## src/rtl/axi_lite_pkg.sv

```systemverilog
// Shared types and constants for the AXI-Lite register slave: response codes,
// FSM state encodings, register offsets and the byte-strobe merge helper.
// No ports; imported by the interface users, the top and the register bank.
package axi_lite_pkg;

  localparam logic [2:0] RESP_OKAY   = 3'd0;
  localparam logic [2:0] RESP_SLVERR = 3'd2;

  // Byte offsets of the four registers relative to BASE_ADDR.
  localparam logic [3:0] OFF_REG0 = 4'h0;
  localparam logic [3:0] OFF_REG1 = 4'h4;
  localparam logic [3:0] OFF_REG2 = 4'h8;
  localparam logic [3:0] OFF_REG3 = 4'hC;

  typedef enum logic [1:0] {
    WR_IDLE,
    WR_WAIT_DATA,
    WR_WAIT_ADDR,
    WR_RESP
  } wr_state_t;

  typedef enum logic {
    RD_IDLE,
    RD_DATA
  } rd_state_t;

  // Replace the bytes of cur selected by strb with the matching bytes of nxt.
  function automatic logic [31:0] strb_merge(input logic [31:0] cur,
                                             input logic [31:0] nxt,
                                             input logic [3:0]  strb);
    logic [31:0] res;
    res = cur;
    for (int b = 0; b < 4; b++) begin
      if (strb[b]) res[b*8 +: 8] = nxt[b*8 +: 8];
    end
    return res;
  endfunction

endpackage

```

## src/rtl/axi_lite_if.sv

```systemverilog
// AXI-Lite bus bundle (AW, W, B, AR, R channels) between a master and the slave.
// No logic, zero latency; valid/ready on every channel.
// Ports: master drives addresses/data/valids and B/R readies; slave the rest.
interface axi_lite_if #(
  parameter int ADDR_WIDTH = 8,
  parameter int DATA_WIDTH = 32,
  parameter int RESP_WIDTH = 3
);
  logic [ADDR_WIDTH-1:0]   s_axi_awaddr;
  logic                    s_axi_awvalid;
  logic                    s_axi_awready;
  logic [DATA_WIDTH-1:0]   s_axi_wdata;
  logic [DATA_WIDTH/8:0]   s_axi_wstrb;
  logic                    s_axi_wvalid;
  logic                    s_axi_wready;
  logic [RESP_WIDTH-1:0]   s_axi_bresp;
  logic                    s_axi_bvalid;
  logic                    s_axi_bready;
  logic [ADDR_WIDTH-1:0]   s_axi_araddr;
  logic                    s_axi_arvalid;
  logic                    s_axi_arready;
  logic [DATA_WIDTH-1:0]   s_axi_rdata;
  logic [RESP_WIDTH-1:0]   s_axi_rresp;
  logic                    s_axi_rvalid;
  logic                    s_axi_rready;

  modport master (
    output s_axi_awaddr, s_axi_awvalid, s_axi_wdata, s_axi_wstrb, s_axi_wvalid,
           s_axi_bready, s_axi_araddr, s_axi_arvalid, s_axi_rready,
    input  s_axi_awready, s_axi_wready, s_axi_bresp, s_axi_bvalid,
           s_axi_arready, s_axi_rdata, s_axi_rresp, s_axi_rvalid
  );

  modport slave (
    input  s_axi_awaddr, s_axi_awvalid, s_axi_wdata, s_axi_wstrb, s_axi_wvalid,
           s_axi_bready, s_axi_araddr, s_axi_arvalid, s_axi_rready,
    output s_axi_awready, s_axi_wready, s_axi_bresp, s_axi_bvalid,
           s_axi_arready, s_axi_rdata, s_axi_rresp, s_axi_rvalid
  );
endinterface

```

## src/rtl/axi_lite_regbank.sv

```systemverilog
// Register storage: REG0/REG1 with byte-strobe writes, OKAY-write counter, REG0+REG1 sum.
// Write takes effect on the edge wr_en is high; reads are combinational from the flops.
// No backpressure; the caller only raises wr_en for legal REG0/REG1 writes.
// Ports: clk/rst, wr_en/wr_sel(0=REG0,1=REG1)/wr_data/wr_strb in; reg0..reg3 out.
module axi_lite_regbank
  import axi_lite_pkg::*;
(
  input  logic        s_axi_aclk,
  input  logic        s_axi_aresetn,
  input  logic        wr_en,
  input  logic        wr_sel,
  input  logic [31:0] wr_data,
  input  logic [3:0]  wr_strb,
  output logic [31:0] reg0,
  output logic [31:0] reg1,
  output logic [31:0] reg2,
  output logic [31:0] reg3
);

  logic [31:0] reg0_q, reg0_d;
  logic [31:0] reg1_q, reg1_d;
  logic [31:0] cnt_q, cnt_d;

  always_comb begin
    reg0_d = reg0_q;
    reg1_d = reg1_q;
    cnt_d  = cnt_q;
    if (wr_en) begin
      if (wr_sel) reg1_d = strb_merge(reg1_q, wr_data, wr_strb);
      else        reg0_d = strb_merge(reg0_q, wr_data, wr_strb);
      // Every accepted write counts, including an all-zero strobe; wraps at 2^32.
      cnt_d = cnt_q + 32'd1;
    end
  end

  always_ff @(posedge s_axi_aclk or negedge s_axi_aresetn) begin
    if (!s_axi_aresetn) begin
      reg0_q <= '0;
      reg1_q <= '0;
      cnt_q  <= '0;
    end else begin
      reg0_q <= reg0_d;
      reg1_q <= reg1_d;
      cnt_q  <= cnt_d;
    end
  end

  assign reg0 = reg0_q;
  assign reg1 = reg1_q;
  assign reg2 = cnt_q;
  assign reg3 = reg0_q + reg1_q;

endmodule

```

## src/rtl/axi_lite_reg_slave.sv

```systemverilog
// AXI-Lite slave exposing four 32-bit registers; handshake FSMs and address decode.
// Write response one edge after the later AW/W handshake; read data one edge after AR.
// Holds bvalid/rvalid until bready/rready; AW/W/AR stalled while a response is pending.
// Ports: s_axi_aclk, s_axi_aresetn (async active-low), s_axi (axi_lite_if slave).
module axi_lite_reg_slave
  import axi_lite_pkg::*;
#(
  parameter int                    DATA_WIDTH = 32,
  parameter int                    ADDR_WIDTH = 8,
  parameter int                    RESP_WIDTH = 3,
  parameter logic [ADDR_WIDTH-1:0] BASE_ADDR  = '0
) (
  input  logic       s_axi_aclk,
  input  logic       s_axi_aresetn,
  axi_lite_if.slave  s_axi
);

  // BASE_ADDR is 16-byte aligned, so the upper address bits select this block
  // and the low nibble is the register offset.
  function automatic logic addr_hit(input logic [ADDR_WIDTH-1:0] a);
    return a[ADDR_WIDTH-1:4] == BASE_ADDR[ADDR_WIDTH-1:4];
  endfunction

  function automatic logic wr_addr_ok(input logic [ADDR_WIDTH-1:0] a);
    return addr_hit(a) && (a[3:0] == OFF_REG0 || a[3:0] == OFF_REG1);
  endfunction

  logic [31:0] reg0, reg1, reg2, reg3;

  // ---------------- write path ----------------
  wr_state_t                 wr_state_q, wr_state_d;
  logic                      awready_q, awready_d;
  logic                      wready_q, wready_d;
  logic                      bvalid_q, bvalid_d;
  logic [RESP_WIDTH-1:0]     bresp_q, bresp_d;
  logic [ADDR_WIDTH-1:0]     aw_addr_q, aw_addr_d;
  logic [DATA_WIDTH-1:0]     w_data_q, w_data_d;
  logic [DATA_WIDTH/8-1:0]   w_strb_q, w_strb_d;
  logic                      aw_hs, w_hs, wr_commit, wr_legal;
  logic [ADDR_WIDTH-1:0]     cm_addr;
  logic [DATA_WIDTH-1:0]     cm_data;
  logic [DATA_WIDTH/8-1:0]   cm_strb;
  logic                      unused_wstrb_msb;

  assign aw_hs = s_axi.s_axi_awvalid && awready_q;
  assign w_hs  = s_axi.s_axi_wvalid && wready_q;
  // The extra strobe bit only pads the bus width.
  assign unused_wstrb_msb = s_axi.s_axi_wstrb[DATA_WIDTH/8];

  always_comb begin
    wr_state_d = wr_state_q;
    aw_addr_d  = aw_addr_q;
    w_data_d   = w_data_q;
    w_strb_d   = w_strb_q;
    bvalid_d   = bvalid_q;
    bresp_d    = bresp_q;
    wr_commit  = 1'b0;
    // Commit operands come live from the bus unless that half was held earlier.
    cm_addr    = s_axi.s_axi_awaddr;
    cm_data    = s_axi.s_axi_wdata;
    cm_strb    = s_axi.s_axi_wstrb[DATA_WIDTH/8-1:0];
    case (wr_state_q)
      WR_IDLE: begin
        if (aw_hs && w_hs) begin
          wr_commit  = 1'b1;
          wr_state_d = WR_RESP;
        end else if (aw_hs) begin
          aw_addr_d  = s_axi.s_axi_awaddr;
          wr_state_d = WR_WAIT_DATA;
        end else if (w_hs) begin
          w_data_d   = s_axi.s_axi_wdata;
          w_strb_d   = s_axi.s_axi_wstrb[DATA_WIDTH/8-1:0];
          wr_state_d = WR_WAIT_ADDR;
        end
      end
      WR_WAIT_DATA: begin
        cm_addr = aw_addr_q;
        if (w_hs) begin
          wr_commit  = 1'b1;
          wr_state_d = WR_RESP;
        end
      end
      WR_WAIT_ADDR: begin
        cm_data = w_data_q;
        cm_strb = w_strb_q;
        if (aw_hs) begin
          wr_commit  = 1'b1;
          wr_state_d = WR_RESP;
        end
      end
      WR_RESP: begin
        if (bvalid_q && s_axi.s_axi_bready) begin
          bvalid_d   = 1'b0;
          wr_state_d = WR_IDLE;
        end
      end
      default: wr_state_d = WR_IDLE;
    endcase
    wr_legal = wr_addr_ok(cm_addr);
    if (wr_commit) begin
      bvalid_d = 1'b1;
      bresp_d  = wr_legal ? RESP_WIDTH'(RESP_OKAY) : RESP_WIDTH'(RESP_SLVERR);
    end
    // Readies are decoded from the next state so they come straight from flops.
    awready_d = (wr_state_d == WR_IDLE) || (wr_state_d == WR_WAIT_ADDR);
    wready_d  = (wr_state_d == WR_IDLE) || (wr_state_d == WR_WAIT_DATA);
  end

  always_ff @(posedge s_axi_aclk or negedge s_axi_aresetn) begin
    if (!s_axi_aresetn) begin
      wr_state_q <= WR_IDLE;
      awready_q  <= 1'b0;
      wready_q   <= 1'b0;
      bvalid_q   <= 1'b0;
      bresp_q    <= '0;
      aw_addr_q  <= '0;
      w_data_q   <= '0;
      w_strb_q   <= '0;
    end else begin
      wr_state_q <= wr_state_d;
      awready_q  <= awready_d;
      wready_q   <= wready_d;
      bvalid_q   <= bvalid_d;
      bresp_q    <= bresp_d;
      aw_addr_q  <= aw_addr_d;
      w_data_q   <= w_data_d;
      w_strb_q   <= w_strb_d;
    end
  end

  axi_lite_regbank u_regbank (
    .s_axi_aclk    (s_axi_aclk),
    .s_axi_aresetn (s_axi_aresetn),
    .wr_en         (wr_commit && wr_legal),
    .wr_sel        (cm_addr[3:0] == OFF_REG1),
    .wr_data       (cm_data),
    .wr_strb       (cm_strb),
    .reg0          (reg0),
    .reg1          (reg1),
    .reg2          (reg2),
    .reg3          (reg3)
  );

  // ---------------- read path ----------------
  rd_state_t               rd_state_q, rd_state_d;
  logic                    arready_q, arready_d;
  logic                    rvalid_q, rvalid_d;
  logic [DATA_WIDTH-1:0]   rdata_q, rdata_d;
  logic [RESP_WIDTH-1:0]   rresp_q, rresp_d;
  logic [DATA_WIDTH-1:0]   rd_mux_data;
  logic [RESP_WIDTH-1:0]   rd_mux_resp;
  logic                    ar_hs;

  assign ar_hs = s_axi.s_axi_arvalid && arready_q;

  always_comb begin
    rd_mux_data = '0;
    rd_mux_resp = RESP_WIDTH'(RESP_SLVERR);
    if (addr_hit(s_axi.s_axi_araddr)) begin
      case (s_axi.s_axi_araddr[3:0])
        OFF_REG0: begin rd_mux_data = reg0; rd_mux_resp = RESP_WIDTH'(RESP_OKAY); end
        OFF_REG1: begin rd_mux_data = reg1; rd_mux_resp = RESP_WIDTH'(RESP_OKAY); end
        OFF_REG2: begin rd_mux_data = reg2; rd_mux_resp = RESP_WIDTH'(RESP_OKAY); end
        OFF_REG3: begin rd_mux_data = reg3; rd_mux_resp = RESP_WIDTH'(RESP_OKAY); end
        default: ;
      endcase
    end
  end

  always_comb begin
    rd_state_d = rd_state_q;
    rvalid_d   = rvalid_q;
    rdata_d    = rdata_q;
    rresp_d    = rresp_q;
    case (rd_state_q)
      RD_IDLE: begin
        if (ar_hs) begin
          // Sampled from the current flops, so a same-edge write is not visible.
          rdata_d    = rd_mux_data;
          rresp_d    = rd_mux_resp;
          rvalid_d   = 1'b1;
          rd_state_d = RD_DATA;
        end
      end
      RD_DATA: begin
        if (s_axi.s_axi_rready) begin
          rvalid_d   = 1'b0;
          rd_state_d = RD_IDLE;
        end
      end
      default: rd_state_d = RD_IDLE;
    endcase
    arready_d = (rd_state_d == RD_IDLE);
  end

  always_ff @(posedge s_axi_aclk or negedge s_axi_aresetn) begin
    if (!s_axi_aresetn) begin
      rd_state_q <= RD_IDLE;
      arready_q  <= 1'b0;
      rvalid_q   <= 1'b0;
      rdata_q    <= '0;
      rresp_q    <= '0;
    end else begin
      rd_state_q <= rd_state_d;
      arready_q  <= arready_d;
      rvalid_q   <= rvalid_d;
      rdata_q    <= rdata_d;
      rresp_q    <= rresp_d;
    end
  end

  assign s_axi.s_axi_awready = awready_q;
  assign s_axi.s_axi_wready  = wready_q;
  assign s_axi.s_axi_bvalid  = bvalid_q;
  assign s_axi.s_axi_bresp   = bresp_q;
  assign s_axi.s_axi_arready = arready_q;
  assign s_axi.s_axi_rvalid  = rvalid_q;
  assign s_axi.s_axi_rdata   = rdata_q;
  assign s_axi.s_axi_rresp   = rresp_q;

endmodule

```

## src/flat_wrapper.sv

```systemverilog
// flat-port wrapper written by rule: the top's interface ports become plain ports
module axi_lite_reg_slave_flat import axi_lite_pkg::*;
#(
  parameter int                    DATA_WIDTH = 32,
  parameter int                    ADDR_WIDTH = 8,
  parameter int                    RESP_WIDTH = 3,
  parameter logic [ADDR_WIDTH-1:0] BASE_ADDR  = '0
)
  (s_axi_aclk, s_axi_aresetn, s_axi_s_axi_awaddr, s_axi_s_axi_awvalid, s_axi_s_axi_wdata, s_axi_s_axi_wstrb, s_axi_s_axi_wvalid, s_axi_s_axi_bready, s_axi_s_axi_araddr, s_axi_s_axi_arvalid, s_axi_s_axi_rready, s_axi_s_axi_awready, s_axi_s_axi_wready, s_axi_s_axi_bresp, s_axi_s_axi_bvalid, s_axi_s_axi_arready, s_axi_s_axi_rdata, s_axi_s_axi_rresp, s_axi_s_axi_rvalid);
  axi_lite_if #(.ADDR_WIDTH(ADDR_WIDTH), .DATA_WIDTH(DATA_WIDTH), .RESP_WIDTH(RESP_WIDTH)) s_axi_i ();
  input  logic s_axi_aclk;
  input  logic s_axi_aresetn;
  input wire logic [$bits(s_axi_i.s_axi_awaddr)-1:0] s_axi_s_axi_awaddr;
  input wire logic [$bits(s_axi_i.s_axi_awvalid)-1:0] s_axi_s_axi_awvalid;
  input wire logic [$bits(s_axi_i.s_axi_wdata)-1:0] s_axi_s_axi_wdata;
  input wire logic [$bits(s_axi_i.s_axi_wstrb)-1:0] s_axi_s_axi_wstrb;
  input wire logic [$bits(s_axi_i.s_axi_wvalid)-1:0] s_axi_s_axi_wvalid;
  input wire logic [$bits(s_axi_i.s_axi_bready)-1:0] s_axi_s_axi_bready;
  input wire logic [$bits(s_axi_i.s_axi_araddr)-1:0] s_axi_s_axi_araddr;
  input wire logic [$bits(s_axi_i.s_axi_arvalid)-1:0] s_axi_s_axi_arvalid;
  input wire logic [$bits(s_axi_i.s_axi_rready)-1:0] s_axi_s_axi_rready;
  output wire logic [$bits(s_axi_i.s_axi_awready)-1:0] s_axi_s_axi_awready;
  output wire logic [$bits(s_axi_i.s_axi_wready)-1:0] s_axi_s_axi_wready;
  output wire logic [$bits(s_axi_i.s_axi_bresp)-1:0] s_axi_s_axi_bresp;
  output wire logic [$bits(s_axi_i.s_axi_bvalid)-1:0] s_axi_s_axi_bvalid;
  output wire logic [$bits(s_axi_i.s_axi_arready)-1:0] s_axi_s_axi_arready;
  output wire logic [$bits(s_axi_i.s_axi_rdata)-1:0] s_axi_s_axi_rdata;
  output wire logic [$bits(s_axi_i.s_axi_rresp)-1:0] s_axi_s_axi_rresp;
  output wire logic [$bits(s_axi_i.s_axi_rvalid)-1:0] s_axi_s_axi_rvalid;
  assign s_axi_i.s_axi_awaddr = s_axi_s_axi_awaddr;
  assign s_axi_i.s_axi_awvalid = s_axi_s_axi_awvalid;
  assign s_axi_i.s_axi_wdata = s_axi_s_axi_wdata;
  assign s_axi_i.s_axi_wstrb = s_axi_s_axi_wstrb;
  assign s_axi_i.s_axi_wvalid = s_axi_s_axi_wvalid;
  assign s_axi_i.s_axi_bready = s_axi_s_axi_bready;
  assign s_axi_i.s_axi_araddr = s_axi_s_axi_araddr;
  assign s_axi_i.s_axi_arvalid = s_axi_s_axi_arvalid;
  assign s_axi_i.s_axi_rready = s_axi_s_axi_rready;
  assign s_axi_s_axi_awready = s_axi_i.s_axi_awready;
  assign s_axi_s_axi_wready = s_axi_i.s_axi_wready;
  assign s_axi_s_axi_bresp = s_axi_i.s_axi_bresp;
  assign s_axi_s_axi_bvalid = s_axi_i.s_axi_bvalid;
  assign s_axi_s_axi_arready = s_axi_i.s_axi_arready;
  assign s_axi_s_axi_rdata = s_axi_i.s_axi_rdata;
  assign s_axi_s_axi_rresp = s_axi_i.s_axi_rresp;
  assign s_axi_s_axi_rvalid = s_axi_i.s_axi_rvalid;
  axi_lite_reg_slave #(.DATA_WIDTH(DATA_WIDTH), .ADDR_WIDTH(ADDR_WIDTH), .RESP_WIDTH(RESP_WIDTH), .BASE_ADDR(BASE_ADDR)) u_core (.s_axi_aclk(s_axi_aclk), .s_axi_aresetn(s_axi_aresetn), .s_axi(s_axi_i));
endmodule
```

## config.mk

```make
export PLATFORM = sky130hd
export DESIGN_NAME = axi_lite_reg_slave_flat
export DESIGN_NICKNAME = d
export VERILOG_FILES = /design/src/rtl/axi_lite_pkg.sv /design/src/rtl/axi_lite_if.sv /design/src/rtl/axi_lite_regbank.sv /design/src/rtl/axi_lite_reg_slave.sv /design/src/flat_wrapper.sv
export SDC_FILE = /design/constraint.sdc
export NUM_CORES = 1
export LEC_CHECK = 0
export ABC_AREA = 1
export CAP_MARGIN = 20
export CORE_ASPECT_RATIO = 0.75
export CORE_MARGIN = 5
export CORE_UTILIZATION = 50
export CTS_CLUSTER_DIAMETER = 200
export DETAILED_ROUTE_END_ITERATION = 10
export GPL_TIMING_DRIVEN = 0
export PLACE_DENSITY = 0.78
export RECOVER_POWER = 100
export SYNTH_ARGS = -nofsm -noshare
export SYNTH_HDL_FRONTEND = slang
export SYNTH_SLANG_ARGS = --single-unit
```

## constraint.sdc

```tcl
create_clock -name s_axi_aclk -period 2.2 [get_ports s_axi_aclk]
set_clock_uncertainty 0.15 [all_clocks]
set_input_delay 0.33 -clock s_axi_aclk [delete_from_list [all_inputs] [get_ports s_axi_aclk]]
set_output_delay 0.33 -clock s_axi_aclk [all_outputs]
set_load 0.005 [all_outputs]
```

==> summary.txt <==
Layout
  • P&R area growth vs syn: 25.5%
  • Diodes inserted: 0
  • Share of layout cells above drive strength 1: about 14%
  • Finished Layout Cells: 1982
  • FILL cells: ~1.8k
  • Nets: 1775

GRT
  • Initial antenna violation count: 0
  • GRT Residual Overflow: 0
  • Vias in the first global route: approximately 10k
  • Total GRT Usage: 26.7%
  • Largest net degree at the start of global routing: ~130
  • First-pass GRT wire length: around 53000 microns

Setup path
  • Critical-path top delay cell: clkdlybuf4s50_1
  • CP Launch Type: input port
  • CP arrival: roughly 2.5 ns
  • Most frequent cell on the critical path: nand2_1
  • Reg2reg path depth: 12
  • CP Cell Sequence: clkdlybuf4s50_1, nor2_2, nand3_2, inv_1, buf_2, nand3_1, o2111ai_1, nand2_1, nand2_1
  • CP Class: in2reg
  • Worst Setup SP: s_axi_s_axi_araddr[1]
  • Required @ worst endpoint: approximately 2.4 ns
  • WP buf/inv: 3
  • Worst-path maximum fanout: 10
  • FF-to-FF End: u_core.s_axi.s_axi_rdata[9]
  • Levels on crit path: 9
  • Top delay family on crit path: buffers and inverters
  • Worst Setup EP: u_core.s_axi.s_axi_rdata[6]
  • R2r startpoint: u_core.u_regbank.reg1[6]
  • Worst path max stage delay: 0.42 ns
  • CP Capture Type: flop
  • Reg2Reg Setup Slack: -0.01 ns

Drt
  • First drt pass iteration count: 6
  • DRT iter0 DRCs: between 1k and 1.5k
  • Average routed wire per standard cell: 17.1 microns
  • Met3 Routed Length: roughly 4100 microns
  • Routed vias: 11.0k
  • # DRC: 0
  • Post-DR vias/cell: around 5.5
  • Met2 WL: approximately 13000 microns
  • Top layer in use: met4
  • Wl on met1: 15300 microns
  • ANT nets after route: 0
  • DRT Wirelength: 33900 microns

Floorplanning
  • DIE WIDTH: 181 microns
  • # IOs: 103
  • Initial Util: 51.2%
  • Die area: 24900 sq um
  • Die Ht: roughly 140 microns
  • Core Region: 21300 sq um
  • Std-Cell Rows: 46

Pwr
  • Power per cell area: between 900 and 1000 nW/um^2
  • NetSw: 5430 uW
  • Pleak: a little under 0.007 uW
  • Sequential power share: between 40% and 50%
  • Sw frac: approximately two fifths
  • Clk network pwr share: 22.6%
  • Cell internal pwr: ~7900 uW
  • Tot Pwr: 13300 uW
  • Worst VDD drop: between 600 and 700 uV
  • Combinational fraction of design power: 35.9%

Placed design
  • Port buffer count: 97
  • Post-DP HPWL: 25200 microns
  • Placed Cells: just under 2k
  • RePlAce Congestion: slightly above 1

Job
  • # Max-Cap Violations: 0

STA
  • Rel. slew slack: 57.4%
  • Setup violators final: 5
  • RSZ-0062 raised after global routing: yes
  • Worst slew pin tran: 0.639 ns
  • Fin. Hold Viols: 0
  • Post-route minimum period: about 2.2 ns
  • Fin. max-slew vios: 0
  • Crit share post-route: 102%
  • Max frequency: roughly 450 MHz
  • Final WS setup: -0.0366 ns

Clock tree
  • Worst-skew pair later-pin latency: 0.45 ns
  • Root Buffer: clkbuf_16
  • CTS tree: done
  • Clk sinks: 182
  • Clock-pin slew on the worst setup and hold paths: 0.07 ns
  • Worst-case clock buffer depth: 2
  • H-Tree Depth: 4
  • Total CTS buffers: 17

Yosys
  • Synth Flop Type: dfrtp_1
  • FFs w/ async S/R, synth: 100%
  • Yosys cell types: 38
  • Mean post-synth cell area: ~7.0 sq um
  • Seq/Total Area, Yosys: 41.8%
  • Synth area leader: dfrtp_1
  • Synth top area cells: dfrtp_1 42%, nand2_1 20%, inv_1 7.2%, o21ai_0 4.5%, ha_1 3.7%
  • #FFs+latches synth: 182
  • Synth warn: 0
  • Share of the synthesized area in the top cell type: approximately two fifths
  • Number of enable flip-flop cells after synthesis: 0
  • Syn Std Cell Area: 10900 sq um
  • Post-Syn Instances: 1548

Run status
  • Status: complete, but fails checks
  • Failing checks: negative setup slack

Min path
  • Hold/Removal Path Class: in2async
## layout make-up
cell class / instances / area, sq um / area share (%)
timing repair buffer: 115 / 1140 / 8.34
multi-input combinational: 1111 / 6020 / 44.0
inverter: 213 / 803 / 5.87
clock inverter: 13 / 131 / 0.960
tap: 288 / 360 / 2.63
buffer: 42 / 213 / 1.55
clock buffer: 18 / 429 / 3.14
sequential: 182 / 4580 / 33.5
## worst min-delay path by stage
stage,start,end,slack [ns],cells past startpoint
after floorplan,s_axi_aresetn,u_core.aw_addr_q[0],-0.12,0
after global placement,u_core.rd_state_q,u_core.s_axi.s_axi_rvalid,0.28,1
after detailed placement,s_axi_aresetn,u_core.s_axi.s_axi_rdata[4],0.13,1
after CTS,s_axi_aresetn,u_core.s_axi.s_axi_rdata[12],0.27,2
after global routing,s_axi_aresetn,u_core.s_axi.s_axi_rdata[12],0.31,2
final,s_axi_aresetn,u_core.s_axi.s_axi_rdata[4],0.26,2
## stage by stage
| stage | hold slack [ns] | utilization [%] | setup WS, ns | cell area [sq um] | setup TNS (ns) |
|---|---|---|---|---|---|
| after floorplan | -0.116 | - | 0.130 | 10900 | 0 |
| after global placement | 0.279 | 57.5 | -6.73 | 12200 | -1259.81 |
| after detailed placement | 0.133 | 57.7 | -0.691 | 12300 | -40.08 |
| after CTS | 0.268 | 61.5 | -0.0113 | 13100 | -0.0113 |
| after global routing | 0.314 | 64.2 | -0.154 | 13700 | -2.75 |
| final | 0.259 | 64.2 | -0.0366 | 13700 | -0.114 |
## repair_timing
item / 4_1_cts / 5_1_grt
gates resized for setup: 38 / 160
setup endpoints to repair: 28 / 110
setup buffers: 7 / 9
hold endpoints to repair: 54 / 0
hold buffers: 1 / 0
pin swaps: 5 / 15
## cell families (layout without fill, tap and decap cells)
group	after synthesis	after routing	synth area share [%]
compound gates	236	236	12.0
simple gates	802	802	30.2
fa+ha+maj	33	33	3.86
mux	2	2	0.207
xor+xnor	34	34	2.73
other cells	1	4	0.0344
flops	182	182	41.8
buf+inv	258	401	9.20
## registers in the layout (all words and copies together), names as in the netlist
| signal | count |
|---|---|
| u_core.wr_state_q | 2 |
| u_core.s_axi.s_axi_bvalid | 1 |
| u_core.u_regbank.reg0 | 32 |
| u_core.w_strb_q | 4 |
| u_core.s_axi.s_axi_wready | 1 |
| u_core.u_regbank.reg1 | 32 |
| u_core.rd_state_q | 1 |
| u_core.s_axi.s_axi_rresp | 1 |
| u_core.u_regbank.reg2 | 32 |
| u_core.aw_addr_q | 8 |
| u_core.s_axi.s_axi_rdata | 32 |
| u_core.s_axi.s_axi_bresp | 1 |
| u_core.s_axi.s_axi_rvalid | 1 |
| u_core.w_data_q | 32 |
| u_core.s_axi.s_axi_awready | 1 |
| u_core.s_axi.s_axi_arready | 1 |
## synth_stat cells (2+ instances only)
library cell,count
buf_4,6
nand3_1,65
o21ai_0,98
nor2_2,3
or2_2,6
nor2_1,86
xor2_1,28
o21bai_1,3
inv_1,208
xnor2_1,6
nor2_4,4
nand4_1,24
o2111ai_1,4
mux2_2,2
nor4_1,4
buf_2,10
a21oi_1,36
buf_1,3
nor3_1,27
ha_1,32
clkbuf_1,26
nand2_1,572
a22o_1,4
inv_2,4
o21ai_1,65
nand3b_1,4
nand2_2,5
a221oi_1,21
dfrtp_1,182
o22ai_1,2
## power by group through the flow
stage	Sequential (uW)	Combinational (uW)	Clock, uW
finish	5510	4760	3000
floorplan	4940	2790	0
CTS	5300	4180	3040
global placement	5260	3830	0
global route	5570	5300	3170
detailed placement	5300	3940	0
## metal layers
metal,vias to the layer above,GRT usage [%]
met2,659,37.3
met3,74,6.03
li1,5211,-
met4,0,8.73
met5,-,0
met1,5043,40.9
## cells in the final DEF, fill, tap and decap left out, types with 23 or more instances in the layout
cell type	count
clkdlybuf4s50_1	96
nor3_1	23
inv_1	205
nand4_1	24
nand3_1	49
o21ai_0	94
dfrtp_2	23
dfrtp_1	159
a21oi_1	31
o21ai_1	68
xor2_1	28
nor2_1	68
nand2_1	536
nand2_2	40
Note: power is estimated with default switching activity, not from simulation.
